$ cat config.mk
export PLATFORM = sky130hd
export DESIGN_NAME = uart_byte_receiver_flat
export DESIGN_NICKNAME = d
export VERILOG_FILES = /design/src/rtl/uart_pkg.sv /design/src/rtl/uart_byte_receiver_if.sv /design/src/rtl/baud_tick_gen.sv /design/src/rtl/uart_byte_receiver.sv /design/src/flat_wrapper.sv
export SDC_FILE = /design/constraint.sdc
export NUM_CORES = 1
export LEC_CHECK = 0
export ABC_AREA = 1
export BUFFER_PORTS_ARGS = -buffer_cell sky130_fd_sc_hd__buf_2
export CAP_MARGIN = 10
export CORE_ASPECT_RATIO = 1.2
export CORE_UTILIZATION = 40
export CTS_CLUSTER_DIAMETER = 120
export DETAILED_ROUTE_END_ITERATION = 16
export GPL_ROUTABILITY_DRIVEN = 0
export PLACE_DENSITY_LB_ADDON = 0.12
export SLEW_MARGIN = 20
export SYNTH_ARGS = -nofsm -noshare
export SYNTH_HDL_FRONTEND = slang
export SYNTH_SLANG_ARGS = --single-unit
$ cat constraint.sdc
create_clock -name clk -period 1.76 [get_ports clk]
set_input_delay 0.352 -clock clk [delete_from_list [all_inputs] [get_ports clk]]
set_output_delay 0.352 -clock clk [all_outputs]
set_load 0.1 [all_outputs]
$ cat src/rtl/uart_pkg.sv
// Shared types and helpers for the UART byte receiver.
// Holds the receiver state encoding and the baud divisor calculation.
package uart_pkg;

    typedef enum logic [2:0] {
        IDLE,
        START,
        DATA,
        STOP,
        WAIT_HIGH
    } rx_state_t;

    localparam logic UART_IDLE_LEVEL = 1'b1;

    function automatic int calcDivisor(input int clkHz, input int baud, input int os);
        return clkHz / (baud * os);
    endfunction

endpackage

$ cat src/rtl/uart_byte_receiver_if.sv
// Serial line in, received-byte strobe bundle out.
// The receiver drives the master side; the downstream stage uses the slave side.
interface uart_byte_receiver_if #(
    parameter int WIDTH = 8
);
    logic             rx;
    logic [WIDTH-1:0] byteOut;
    logic             byteValid;
    logic             frameError;
    logic             busy;

    modport master (
        input  rx,
        output byteOut,
        output byteValid,
        output frameError,
        output busy
    );

    modport slave (
        output rx,
        input  byteOut,
        input  byteValid,
        input  frameError,
        input  busy
    );
endinterface

$ cat src/rtl/baud_tick_gen.sv
// Oversample tick generator: one-clk tick every DIVISOR clks.
// Held at zero while clear is high so the first tick lands DIVISOR clks after release.
module baud_tick_gen #(
    parameter int DIVISOR = 10
) (
    input  logic clk,
    input  logic reset,
    input  logic clear,
    output logic tick
);
    localparam int CW = (DIVISOR > 1) ? $clog2(DIVISOR) : 1;
    localparam logic [CW-1:0] LAST = CW'(DIVISOR - 1);

    logic [CW-1:0] cnt;

    always_ff @(posedge clk or negedge reset) begin
        if (!reset) begin
            cnt <= '0;
        end else if (clear || cnt == LAST) begin
            cnt <= '0;
        end else begin
            cnt <= cnt + CW'(1);
        end
    end

    assign tick = !clear && (cnt == LAST);
endmodule

$ cat src/rtl/uart_byte_receiver.sv
// 8N1 UART receiver: synchronizer, oversampled frame FSM and registered byte/error strobes.
// Good bytes pulse byteValid for one clk; a low stop bit pulses frameError instead.
module uart_byte_receiver
    import uart_pkg::*;
#(
    parameter int CLK_FREQ_HZ = 50_000_000,
    parameter int BAUD        = 9600,
    parameter int OVERSAMPLE  = 16,
    parameter int WIDTH       = 8
) (
    input  logic                 clk,
    input  logic                 reset,
    uart_byte_receiver_if.master bus
);
    localparam int DIVISOR = calcDivisor(CLK_FREQ_HZ, BAUD, OVERSAMPLE);
    localparam int SCNT_W  = $clog2(OVERSAMPLE);
    localparam int BCNT_W  = (WIDTH > 1) ? $clog2(WIDTH) : 1;
    localparam logic [SCNT_W-1:0] MID_START = SCNT_W'(OVERSAMPLE / 2 - 1);
    localparam logic [SCNT_W-1:0] BIT_END   = SCNT_W'(OVERSAMPLE - 1);
    localparam logic [BCNT_W-1:0] BIT_LAST  = BCNT_W'(WIDTH - 1);

    if (DIVISOR < 2) begin : g_divisor_check
        $error("uart_byte_receiver: clock too slow for BAUD*OVERSAMPLE (DIVISOR < 2)");
    end
    if (OVERSAMPLE < 8 || (OVERSAMPLE % 2) != 0) begin : g_oversample_check
        $error("uart_byte_receiver: OVERSAMPLE must be even and at least 8");
    end

    rx_state_t         state, nextState;
    logic              rxMeta, rxS;
    logic [SCNT_W-1:0] sampleCnt;
    logic [BCNT_W-1:0] bitCnt;
    logic [WIDTH-1:0]  shiftReg;
    logic              tick, tickClear, sampleAt;

    assign tickClear = (state == IDLE);

    baud_tick_gen #(.DIVISOR(DIVISOR)) u_tick (
        .clk   (clk),
        .reset (reset),
        .clear (tickClear),
        .tick  (tick)
    );

    // Once past START the counter is restarted, so BIT_END falls on the middle of every later bit.
    assign sampleAt = tick && (sampleCnt == ((state == START) ? MID_START : BIT_END));
    assign bus.busy = (state != IDLE);

    always_comb begin
        nextState = state;
        unique case (state)
            IDLE:      if (!rxS) nextState = START;
            START:     if (sampleAt) nextState = rxS ? IDLE : DATA;
            DATA:      if (sampleAt && bitCnt == BIT_LAST) nextState = STOP;
            STOP:      if (sampleAt) nextState = rxS ? IDLE : WAIT_HIGH;
            WAIT_HIGH: if (rxS) nextState = IDLE;
            default:   nextState = IDLE;
        endcase
    end

    always_ff @(posedge clk or negedge reset) begin
        if (!reset) begin
            rxMeta         <= UART_IDLE_LEVEL;
            rxS            <= UART_IDLE_LEVEL;
            state          <= IDLE;
            sampleCnt      <= '0;
            bitCnt         <= '0;
            shiftReg       <= '0;
            bus.byteOut    <= '0;
            bus.byteValid  <= 1'b0;
            bus.frameError <= 1'b0;
        end else begin
            rxMeta         <= bus.rx;
            rxS            <= rxMeta;
            state          <= nextState;
            bus.byteValid  <= 1'b0;
            bus.frameError <= 1'b0;

            if (state == IDLE) begin
                sampleCnt <= '0;
                bitCnt    <= '0;
            end else if (tick && state != WAIT_HIGH) begin
                sampleCnt <= sampleAt ? '0 : sampleCnt + SCNT_W'(1);
            end

            if (state == DATA && sampleAt) begin
                shiftReg <= {rxS, shiftReg[WIDTH-1:1]};
                bitCnt   <= (bitCnt == BIT_LAST) ? '0 : bitCnt + BCNT_W'(1);
            end

            // A low stop bit drops the frame; byteOut keeps the last good byte.
            if (state == STOP && sampleAt) begin
                if (rxS) begin
                    bus.byteOut   <= shiftReg;
                    bus.byteValid <= 1'b1;
                end else begin
                    bus.frameError <= 1'b1;
                end
            end
        end
    end
endmodule
$ cat src/flat_wrapper.sv
// flat-port wrapper written by rule: the top's interface ports become plain ports
module uart_byte_receiver_flat import uart_pkg::*;
#(
    parameter int CLK_FREQ_HZ = 50_000_000,
    parameter int BAUD        = 9600,
    parameter int OVERSAMPLE  = 16,
    parameter int WIDTH       = 8
)
  (clk, reset, bus_rx, bus_byteOut, bus_byteValid, bus_frameError, bus_busy);
  uart_byte_receiver_if #(.WIDTH(WIDTH)) bus_i ();
  input  logic clk;
  input  logic reset;
  input wire logic [$bits(bus_i.rx)-1:0] bus_rx;
  output wire logic [$bits(bus_i.byteOut)-1:0] bus_byteOut;
  output wire logic [$bits(bus_i.byteValid)-1:0] bus_byteValid;
  output wire logic [$bits(bus_i.frameError)-1:0] bus_frameError;
  output wire logic [$bits(bus_i.busy)-1:0] bus_busy;
  assign bus_i.rx = bus_rx;
  assign bus_byteOut = bus_i.byteOut;
  assign bus_byteValid = bus_i.byteValid;
  assign bus_frameError = bus_i.frameError;
  assign bus_busy = bus_i.busy;
  uart_byte_receiver #(.CLK_FREQ_HZ(CLK_FREQ_HZ), .BAUD(BAUD), .OVERSAMPLE(OVERSAMPLE), .WIDTH(WIDTH)) u_core (.clk(clk), .reset(reset), .bus(bus_i));
endmodule
==> impl_metrics.yaml <==
global_routing:
  overflow: 0
  grt_max_degree: 40
  grt_pass1_vias: 1357
  antenna_found_initial: 0
  grt_usage: 0.1494
  grt_first_pass_wirelength_um: 5658
sta:
  finalSetupViolCount: 0
  tightest_slew_ps: 483.2
  finClkSkew_ps: 7.367
  period_needed_ps: 1642
  rsz0062_at_grt: "no"
  slew_headroom: 0.6779
  postLayoutSetupSlackWorst_ps: 117.7
  final_max_slew_viol_count: 0
  fmax_mhz: 608.9
  finalHoldViolations: 0
  tns_ps: 0
  finalCritPeriodShare: 0.9331
synth:
  synth.distinct_cells: 26
  netlist.area_leader.share: 0.5065
  yosysWarnings: 0
  synth-simple-area-share: 0.2704
  synth_cells: 205
  synth_top_family_by_area: "simple AND/OR/NAND/NOR gates"
  yosys.area.top_type: "dfrtp_1"
  synth_area_per_cell_um2: 8.917
  synth_area_um2: 1828
  netlist_top_cells_area: "dfrtp_1, nand2_1, inv_1, nand3_1, nor2_1"
  synth_fa_ha_area_frac: 0.03422
  ys_ff_latch: 39
  synth-xor-area-share: 0.004791
  synth_mux_area_frac: 0
  synth_compound_area_frac: 0.08350
  ys_seq_area_frac: 0.5352
  syn_nets: 213
floorplanning:
  pin_count: 14
  die_x_um: 63.71
  dieArea_um2: 4845
  die_h_um: 76.06
  start_util: 0.4225
  core_area_um2: 4327
  rows: 26
clock_network:
  cts_made_buffers: 5
  hold_buffers: 0
  tritoncts: "built"
  cts.path.max_buffers: 2
  path_clk_slew_ps: 80
  insertion_delay_ps: 290
  clockRootBuffer: "clkbuf_8"
  h-tree-depth: 2
  clkSinkCount: 39
final_layout:
  multiInputGateArea_um2: 725.7
  fillers: 407
  final_nets: 233
  drive_above_1_share: 0.1858
  fin_cells: 282
  post-route-cell-area_um2: 2095
  ff_latch_area_um2: 978.4
  syn2layout_area_growth_pct: 14.58
  n_antenna_cell: 0
critical_path:
  cp-start-kind: "flop"
  crit_arrival_ps: 1290
  critical_path_required_ps: 1410
  crit_type: "reg -> out"
  critPathMaxFanout: 10
  endpoint_kind: "output port"
placed_design:
  hpwlAfterDp_um: 2258
  dpl.cell_count: 273
  postPlaceCellArea_um2: 1963
  io_buffers: 13
  dp_slack_ps: 61.84
drt:
  routed_wl_um: 3154
  routed-via-count: 1366
  final_antenna_net_count: 0
  drcViolationCount: 0
  vias_per_cell: 4.844
  drt_iter0_drc: 71
  drt-wirelength-per-cell_um: 11.18
  drt-pass1-iter-count: 4
run:
  drv_cap: 0
pwr:
  finalPower_w: 0.001582
  powerDensity_nw_per_um2: 755.4
  p_leak_nw: 1.049
  ir_drop_mv: 0.4792
status:
  status: "finished, final reports clean"
hold_path:
  hold_path.class: "in -> async"
[Yosys cell counts (all sizes together)]
cell and number:
o21bai 1, nor2 21, dfrtp 37, a22o 1, nand2 55, buf 2
nor3b 3, ha 5, inv 29, nor3 3, dfstp 2, a21oi 4
o21ai 18, nand4 3, nand3 20, xor2 1
[critical path: stages, from the launching register on]
cell,delay (ps)
dfrtp_1,470
nor2_4,200
nand2_4,130
buf_12,190
[metal layers]
| layer | global-route usage | wire [um] | vias up | share of wire |
|---|---|---|---|---|
| met5 | 0 | 0 | - | 0 |
| met1 | 0.1777 | 1430 | 641 | 0.45 |
| met4 | 0.05455 | 32 | 0 | 0.010 |
| met2 | 0.2511 | 1585 | 24 | 0.50 |
| li1 | - | - | 697 | - |
| met3 | 0.04491 | 105 | 4 | 0.033 |
[worst paths after layout]
| check | start | end | slack, ps | cells after the start |
|---|---|---|---|---|
| max in group asynchronous | reset | u_core.rxS | 1290 | 2 |
| worst max register to register | u_core.u_tick.cnt[0] | u_core.bus.byteOut[1] | 150 | 10 |
| worst max-delay path | u_core.state[0] | bus_busy | 120 | 3 |
| min in group clk | bus_rx | u_core.rxMeta | 160 | 1 |
| worst min-delay path | reset | u_core.u_tick.cnt[4] | 100 | 2 |
| worst min register to register | u_core.rxMeta | u_core.rxS | 360 | 0 |
[sequential cells by signal, indices dropped and copies added, names as in the netlist]
signal / count
u_core.rxMeta: 1
u_core.state: 3
u_core.bus.byteValid: 1
u_core.rxS: 1
u_core.shiftReg: 8
u_core.bus.byteOut: 8
u_core.bitCnt: 3
u_core.sampleCnt: 4
u_core.bus.frameError: 1
u_core.u_tick.cnt: 9
[area by class of cell]
| cell class | count | area share |
|---|---|---|
| clock buffer | 7 | 0.04600 |
| multi-input combinational | 135 | 0.3465 |
| clock inverter | 1 | 0.003584 |
| sequential | 39 | 0.4671 |
| timing repair buffer | 15 | 0.05137 |
| inverter | 29 | 0.05197 |
| tap | 56 | 0.03345 |
[cells by family after synthesis]
logic type | count (synthesis)
buffers and inverters | 31
AO/OA/AOI/OAI | 24
adder cells (fa/ha/maj) | 5
XOR/XNOR | 1
AND/OR/NAND/NOR | 105
flip-flops | 39
[through the flow]
stage	utilization	hold slack, ps
after global routing	0.4841	139.3
final	0.4841	102.7
after CTS	0.4777	117.2
after global placement	0.4537	346.9
after floorplan	-	56.41
after detailed placement	0.4537	347.6
[layout by cell type, fill, tap and decap left out]
master,netlist,layout
nand2_1,53,52
dfrtp_1,37,37
inv_1,27,27
nand3_1,19,19
nor2_1,19,19
buf_2,0,12
o21ai_1,7,7
o21ai_2,7,7
clkbuf_8,0,7
ha_1,5,5
o21ai_0,4,4
a21oi_1,4,4
nor3b_1,3,3
nor2_4,1,2
inv_2,2,2
nand2_2,1,2
nor3_1,2,2
nand4_1,2,2
buf_12,0,2
dfstp_2,2,2
nand2_4,1,1
nand4_4,1,1
nor3_2,1,1
nand3_4,1,1
a22o_1,1,1
o21bai_1,1,1
xor2_1,1,1
clkinvlp_4,0,1
buf_4,0,1
[report_power, final]
part | internal (W) | switching (W)
clock network | 0.000356 | 0.000301
registers | 0.000900 | 0.00000210
logic | 0.00000387 | 0.0000189
total | 0.00126 | 0.000322
[timing repair]
action                     CTS  global route
setup endpoints to repair    0            15
buffers inserted             0             1
gates resized for setup      0             2
Note: power is estimated with default switching activity, not from simulation.
